File: config.mk
export PLATFORM = sky130hd
export DESIGN_NAME = umi_putc_sink
export DESIGN_NICKNAME = d
export VERILOG_FILES = /design/src/rtl/umi_putc_pkg.sv /design/src/rtl/umi_putc_fifo.sv /design/src/rtl/umi_putc_sink.sv
export SDC_FILE = /design/constraint.sdc
export NUM_CORES = 1
export LEC_CHECK = 0
export ABC_AREA = 1
export CORE_MARGIN = 2
export CORE_UTILIZATION = 47
export CTS_CLUSTER_DIAMETER = 40
export CTS_CLUSTER_SIZE = 16
export DETAILED_ROUTE_END_ITERATION = 8
export GPL_ROUTABILITY_DRIVEN = 0
export PLACE_DENSITY_LB_ADDON = 0.08
export SKIP_CTS_REPAIR_TIMING = 1
export SLEW_MARGIN = 10
export SYNTH_ARGS = -nofsm -noshare
export SYNTH_HDL_FRONTEND = slang
export SYNTH_SLANG_ARGS = --single-unit
File: constraint.sdc
create_clock -name clk -period 4.9 [get_ports clk]
set_input_delay 0.98 -clock clk [delete_from_list [all_inputs] [get_ports clk]]
set_output_delay 0.98 -clock clk [all_outputs]
set_load 0.03 [all_outputs]
File: src/rtl/umi_putc_pkg.sv
// rtl/umi_putc_pkg.sv - shared constants for UMI character-print traffic
package umi_putc_pkg;

  localparam logic [4:0]  OPC_REQ_READ      = 5'h01;
  localparam logic [4:0]  OPC_REQ_WRITE     = 5'h03;
  localparam logic [4:0]  OPC_REQ_POSTED    = 5'h05;
  localparam logic [7:0]  CHAR_NEWLINE      = 8'h0A;
  localparam logic [63:0] PUTC_ADDR_DEFAULT = 64'h1000000;

  // A print is exactly a posted write landing on the sink address.
  function automatic logic putc_match(input logic [4:0]  opcode,
                                      input logic [63:0] dstaddr,
                                      input logic [63:0] putc_addr);
    return (opcode == OPC_REQ_POSTED) && (dstaddr == putc_addr);
  endfunction

endpackage

File: src/rtl/umi_putc_fifo.sv
// rtl/umi_putc_fifo.sv - byte FIFO with wrap-bit pointers and occupancy output
module umi_putc_fifo #(
  parameter int DEPTH = 16,
  parameter int AW    = $clog2(DEPTH)
) (
  input  logic          clk,
  input  logic          reset,
  input  logic          push,
  input  logic [7:0]    push_data,
  output logic          full,
  input  logic          pop,
  output logic [7:0]    pop_data,
  output logic          empty,
  output logic [AW:0]   level
);

  logic [AW:0] wr_ptr;
  logic [AW:0] rd_ptr;
  logic [7:0]  mem [DEPTH];
  logic        do_push;
  logic        do_pop;

  assign empty    = (wr_ptr == rd_ptr);
  assign full     = (wr_ptr[AW] != rd_ptr[AW]) && (wr_ptr[AW-1:0] == rd_ptr[AW-1:0]);
  assign level    = wr_ptr - rd_ptr;
  assign do_push  = push && !full;
  assign do_pop   = pop && !empty;
  assign pop_data = mem[rd_ptr[AW-1:0]];

  always_ff @(posedge clk or posedge reset) begin
    if (reset) begin
      wr_ptr <= '0;
      rd_ptr <= '0;
    end else begin
      if (do_push) wr_ptr <= wr_ptr + 1'b1;
      if (do_pop)  rd_ptr <= rd_ptr + 1'b1;
    end
  end

  // Storage is left unreset; only the pointers define what is valid.
  always_ff @(posedge clk) begin
    if (do_push) mem[wr_ptr[AW-1:0]] <= push_data;
  end

endmodule

File: src/rtl/umi_putc_sink.sv
// rtl/umi_putc_sink.sv - UMI endpoint turning posted PUTC writes into a byte stream
module umi_putc_sink
  import umi_putc_pkg::*;
#(
  parameter int                    CMD_WIDTH  = 32,
  parameter int                    ADDR_WIDTH = 64,
  parameter int                    DATA_WIDTH = 128,
  parameter logic [ADDR_WIDTH-1:0] PUTC_ADDR  = ADDR_WIDTH'(PUTC_ADDR_DEFAULT),
  parameter int                    FIFO_DEPTH = 16
) (
  input  logic                         clk,
  input  logic                         reset,
  input  logic                         udev_req_valid,
  input  logic [CMD_WIDTH-1:0]         udev_req_cmd,
  input  logic [ADDR_WIDTH-1:0]        udev_req_dstaddr,
  input  logic [ADDR_WIDTH-1:0]        udev_req_srcaddr,
  input  logic [DATA_WIDTH-1:0]        udev_req_data,
  output logic                         udev_req_ready,
  output logic                         char_valid,
  output logic [7:0]                   char_data,
  input  logic                         char_ready,
  output logic [$clog2(FIFO_DEPTH):0]  fifo_level,
  output logic [15:0]                  line_count,
  output logic [15:0]                  drop_count
);

  localparam int AW = $clog2(FIFO_DEPTH);

  logic reset_q;
  logic full;
  logic empty;
  logic accept;
  logic match;
  logic push;
  logic pop;
  logic unused_req_bits;

  // Holds ready low for one cycle after reset release.
  always_ff @(posedge clk or posedge reset) begin
    if (reset) reset_q <= 1'b1;
    else       reset_q <= 1'b0;
  end

  assign udev_req_ready = !reset_q && !full;
  assign accept         = udev_req_valid && udev_req_ready;
  assign match          = putc_match(udev_req_cmd[4:0], 64'(udev_req_dstaddr), 64'(PUTC_ADDR));
  assign push           = accept && match;
  assign char_valid     = !empty;
  assign pop            = char_valid && char_ready;

  assign unused_req_bits = ^{udev_req_cmd[CMD_WIDTH-1:5], udev_req_srcaddr,
                             udev_req_data[DATA_WIDTH-1:8]};

  umi_putc_fifo #(
    .DEPTH (FIFO_DEPTH),
    .AW    (AW)
  ) u_fifo (
    .clk       (clk),
    .reset     (reset),
    .push      (push),
    .push_data (udev_req_data[7:0]),
    .full      (full),
    .pop       (pop),
    .pop_data  (char_data),
    .empty     (empty),
    .level     (fifo_level)
  );

  always_ff @(posedge clk or posedge reset) begin
    if (reset) begin
      drop_count <= 16'h0000;
    end else if (accept && !match && (drop_count != 16'hFFFF)) begin
      drop_count <= drop_count + 16'd1;
    end
  end

  // Newlines are counted as they leave, so the count tracks console output.
  always_ff @(posedge clk or posedge reset) begin
    if (reset) begin
      line_count <= 16'h0000;
    end else if (pop && (char_data == CHAR_NEWLINE) && (line_count != 16'hFFFF)) begin
      line_count <= line_count + 16'd1;
    end
  end

endmodule
; ---- Yosys cells after proc, flatten, opt, wreduce, memory -nomap -nowiden
; Memory sizes are Yosys's and may differ from the RTL's.
; Cells that the tools add are included.
[word_totals]
register_bits = 43
latch_bits = 0
ramBits = 128
romBits = 0
input_bits = 292
mem_count = 1
[op_classes]
addsub = 5
n_mul = 0
n_div = 0
magnitude_cmp = 0
eq_ne = 8
n_shift = 0
muxes = 2
bitwise = 0
reduce_logical = 16
[memory_table]
columns = memory, words, word_bits, read_ports, rd_clocked_by_memory_dff, wr, line_no
row1 = u_fifo.mem, 16, 8, 1, 0, 1, umi_putc_fifo.sv:19  ; logic [7:0] mem [DEPTH];
[op_table]
columns = op, count
row1 = == test 64 x 25 -> 1 bit (second input constant), 1
row2 = adder 16 x 1 -> 16 bit (second input constant), 2
row3 = != test 16 bit (second input constant), 2
row4 = logical AND 1 bit, 12
row5 = adder 5 x 1 -> 5 bit (second input constant), 2
row6 = == test 8 x 4 -> 1 bit (second input constant), 1
row7 = == test 5 x 3 -> 1 bit (second input constant), 1
row8 = == test 5 bit, 1
row9 = subtractor 5 bit, 1
row10 = == test 4 bit, 1
row11 = zero test 1 bit, 4
row12 = 2-to-1 mux 1 bit, 2
row13 = != test 1 bit, 1

; ---- Depth between registers and ports, before layout
[depth]
depth_word = 9
depth_mapped = 17

; ---- Hierarchy
; Synthesis repeated with hierarchy kept, for this count alone.
[hier_totals]
hier_cells = 1009
hier_area_um2 = 8723.4
[modules_own_cells]
columns = module, instances, cells_each, area_each_um2, seq_area_each_um2
row1 = umi_putc_fifo, 1, 659, 6392.4, 4093.9
row2 = umi_putc_sink, 1, 350, 2331.0, 827.0

; ---- Worst setup path after synthesis
; OpenSTA, ideal clock, no wires.
[synth_timing]
kind = flip-flop to flip-flop
start = register u_fifo.rd_ptr[1]
end = memory u_fifo.mem[11][0], enable pin
arrival_ns = 2.775
t_required_ns = 4.530
setup_slack_ns = 1.754
stages_incl_launch_ff = 12
path_buffers = 2
period_less_slack_ns = 3.146
path_cell_list = dfrtp_1 inv_2 buf_2 buf_6 ha_1 nand2_1 nor2_1 a21oi_1 nand2_1 nor2_1 nand3_1 nor2_1
[synth_between]
elab_chain_cells = 9
[synth_lines]
columns = item, line_no
row1 = start: declaration, umi_putc_fifo.sv:18  ; logic [AW:0] rd_ptr;
row2 = start signal: assignment, umi_putc_fifo.sv:36  ; if (do_pop) rd_ptr <= rd_ptr + 1'b1;
row3 = == test 4 bit, umi_putc_fifo.sv:24  ; assign full = (wr_ptr[AW] != rd_ptr[AW]) && (wr_ptr[AW-1:0] == rd_ptr[AW-1:0]);
row4 = logical AND 1 bit, umi_putc_fifo.sv:24
row5 = zero test 1 bit, umi_putc_sink.sv:44  ; assign udev_req_ready = !reset_q && !full;
row6 = logical AND 1 bit, umi_putc_sink.sv:44
row7 = named net udev_req_ready, umi_putc_sink.sv:18  ; output logic udev_req_ready,
row8 = logical AND 1 bit, umi_putc_sink.sv:45  ; assign accept = udev_req_valid && udev_req_ready;
row9 = logical AND 1 bit, umi_putc_sink.sv:47  ; assign push = accept && match;
row10 = logical AND 1 bit, umi_putc_fifo.sv:26  ; assign do_push = push && !full;
row11 = 2-to-1 mux 1 bit, umi_putc_fifo.sv:42  ; if (do_push) mem[wr_ptr[AW-1:0]] <= push_data;
row12 = 2-to-1 mux 1 bit (not written as such), umi_putc_fifo.sv:42
row13 = end: declaration, umi_putc_fifo.sv:19
; The timed path passes the listed nets, and every way through them passes these cells.

; ---- Worst setup path after layout
[layout_timing]
start = register u_fifo.rd_ptr[0]
end = output char_data[6]
[layout_between]
elab_chain_cells = 1
[layout_lines]
columns = item, line_no
row1 = memory (16 x 8 bit), -
row2 = end: declaration, umi_putc_sink.sv:20  ; output logic [7:0] char_data,
; Every way passes these cells.

==> metrics.txt <==
Fmax=243.2 MHz; CTS tree=done; area grow syn2layout=24.03%; final count of negative-setup-slack endpoints=0; CTS Buf Count=17; Setup WS pre-CTS=956.1 ps; CP peak stage delay=710 ps; RSZ-0062 raised after global routing=false; Initial Util=48.28%; final hold vios=0; Finished Core Util=59.89%; Crit path required time=3920 ps; num rows=48; end of the worst register-to-register path=u_fifo.mem[1][0]; Port Buffers=127; clk slew on worst S/H paths=70 ps; Worst Path Max Fanout=62; IR drop worst, VDD=0.4591 mV; GRT overflow=0; launch point of the worst reg-to-reg path=u_fifo.rd_ptr[2]; DP HPWL=13540 um; register bit count reported by yosys=171; CP Launch Type=flop; nets=1322; Slew headroom=38.38%; Tightest Hold Check Type=flop to flop; number of DRC markers in iteration 0=488; Mapped Cells=888; Final Cycle Share=83.91%; ANT nets after route=0; clock sink count=171; WHS Path Cells=1; Synth top area share=45.71%; final worst path period need=4111 ps; register area share after synthesis=58.52%; Synth Flop Type=edfxtp_1; reg2reg setup slack=1480 ps; Core Area=17420 um^2; vias in the first global route=6062; GRT Total Usage=22.18%; mean number of vias per cell=5.153; hold endpoint=u_fifo.rd_ptr[3]; # IOs=339; Critical-path top delay cell=clkdlybuf4s50_1; Die Height=137.8 um; CTS Buffer Depth=2; drt wl/cell=16.01 um; Layout Skew=8.219 ps; Critical Path Start=u_fifo.rd_ptr[0]; top cells by area, synth=edfxtp_1, dfrtp_1, nand2_1; vias after detailed routing=6472; first-pass GRT wire length=31640 um; CTS root buf=clkbuf_16; n_diodes=0; DRC violations left=0; post-route setup slack=788.6 ps; Netlist Area Pre-Place=8409 um^2; measured slew at the worst slew-check pin=923.0 ps; largest net degree at the start of global routing=63; Yosys warnings=0; Worst Path Class, Setup=flop to primary output; Async S/R FF share, synth=25.15%; Synth area leader=edfxtp_1; Die X=137.8 um; critical path cell sequence=inv_4, nor2_1, o22ai_1, nand2_1, nand2_1, inv_1, nand2_1, clkdlybuf4s50_1; clk_lat worst skew=430 ps; initial antenna violation count=0; CP Buf/Inv Count=3; Syn Nets=1192; crit end category=primary output; Max-Cap Viols=0; worst-case reg-to-reg path depth=9; synthesized area per cell=9.470 um^2; Fillers=1520; Post-synth EDFFs=128; PwrDens=499.2 nW/um^2; Slew Limit Fails=0; DRT Wirelength=20100 um; setup TNS=0 ps; layout cells sized above 1=5.820%; number of iterations in the first detailed-routing pass=4; Hold Crit Start=u_fifo.rd_ptr[3]; most used cell, CP=nand2_1; outcome=finished, final reports clean; die area=18980 um^2; CP delay by family, top=buffers and inverters; post-synthesis cell type count=36; Critical Path AT=3130 ps; H-Tree Depth=4; Static Leak=4.228 nW
-- stage by stage --
step,total power [W],hold slack [ps],std cells,cell area [um^2]
6_report,0.005206,512.7,1256,10430
4_1_cts,0.005236,512.7,1256,10430
3_3_place_gp,0.003841,499.6,1224,9821
5_1_grt,0.005495,540.7,1256,10430
2_1_floorplan,0.003204,463.5,888,8409
3_5_place_dp,0.003862,500.0,1224,9821
-- kinds of logic after synthesis --
group           synth area share (%)
compound gates                 3.779
xor+xnor                       3.958
fa+ha+maj                      1.875
buf+inv                        6.517
flops                          58.52
other cells                  0.04459
simple gates                   25.31
-- synthesized netlist by cell type (5+ instances only) --
cell,number
nand4_1,12
nand3b_1,5
dfrtp_1,42
nor2_1,129
buf_4,5
buf_6,13
nor3_1,5
o21ai_1,18
xnor2_1,14
nor4_1,31
nand2_1,241
o21ai_0,32
a21oi_1,8
inv_1,75
xor2_1,24
edfxtp_1,128
ha_1,11
nand3_1,62
buf_2,7
-- where the power goes --
part           total, W  internal [W]  switching, W
combinational   0.00211      0.000721       0.00139
clock           0.00138      0.000773      0.000608
sequential      0.00172       0.00162      0.000102
total           0.00521       0.00311       0.00210
-- area by class of cell --
class                      instances  area [um^2]  area share (%)
multi-input combinational        608         2940           28.19
tap                              225        281.5           2.699
clock buffer                      17        425.4           4.079
clock inverter                    15        183.9           1.763
sequential                       171         4922           47.19
inverter                          82        310.3           2.975
timing repair buffer             138         1366           13.10
-- per-layer routing --
layer	wire length [um]	vias to the layer above	part of all wire, %	global-route usage, %
li1	-	3222	-	-
met1	9117	3003	45	30.81
met3	1143	25	5.7	4.452
met4	351	0	1.7	6.916
met2	9491	222	47	35.27
met5	0	-	0	0
-- how the worst max path moves through the flow --
stage / to / cells after the start
after floorplan: u_fifo.mem[11][0] / 11
after detailed placement: u_fifo.mem[1][2] / 8
final: char_data[6] / 8
after global routing: char_data[6] / 8
after CTS: char_data[6] / 8
after global placement: u_fifo.mem[9][2] / 8
-- registers in the layout, summed over array words and instances, names as in the netlist --
signal / flops
drop_count: 16
u_fifo.mem: 128
line_count: 16
u_fifo.wr_ptr: 5
u_fifo.rd_ptr: 5
reset_q: 1
-- cell usage in the layout (no fill, tap or decap), types with 12 or more instances in the layout --
cell / instances
nand4_1: 12
inv_1: 74
xnor2_1: 14
edfxtp_1: 128
nor2_1: 129
nor4_1: 31
o21ai_0: 32
dfrtp_1: 41
o21ai_1: 18
xor2_1: 24
clkdlybuf4s50_1: 127
nand3_1: 62
nand2_1: 241
clkbuf_16: 17
Note: power is estimated with default switching activity, not from simulation.
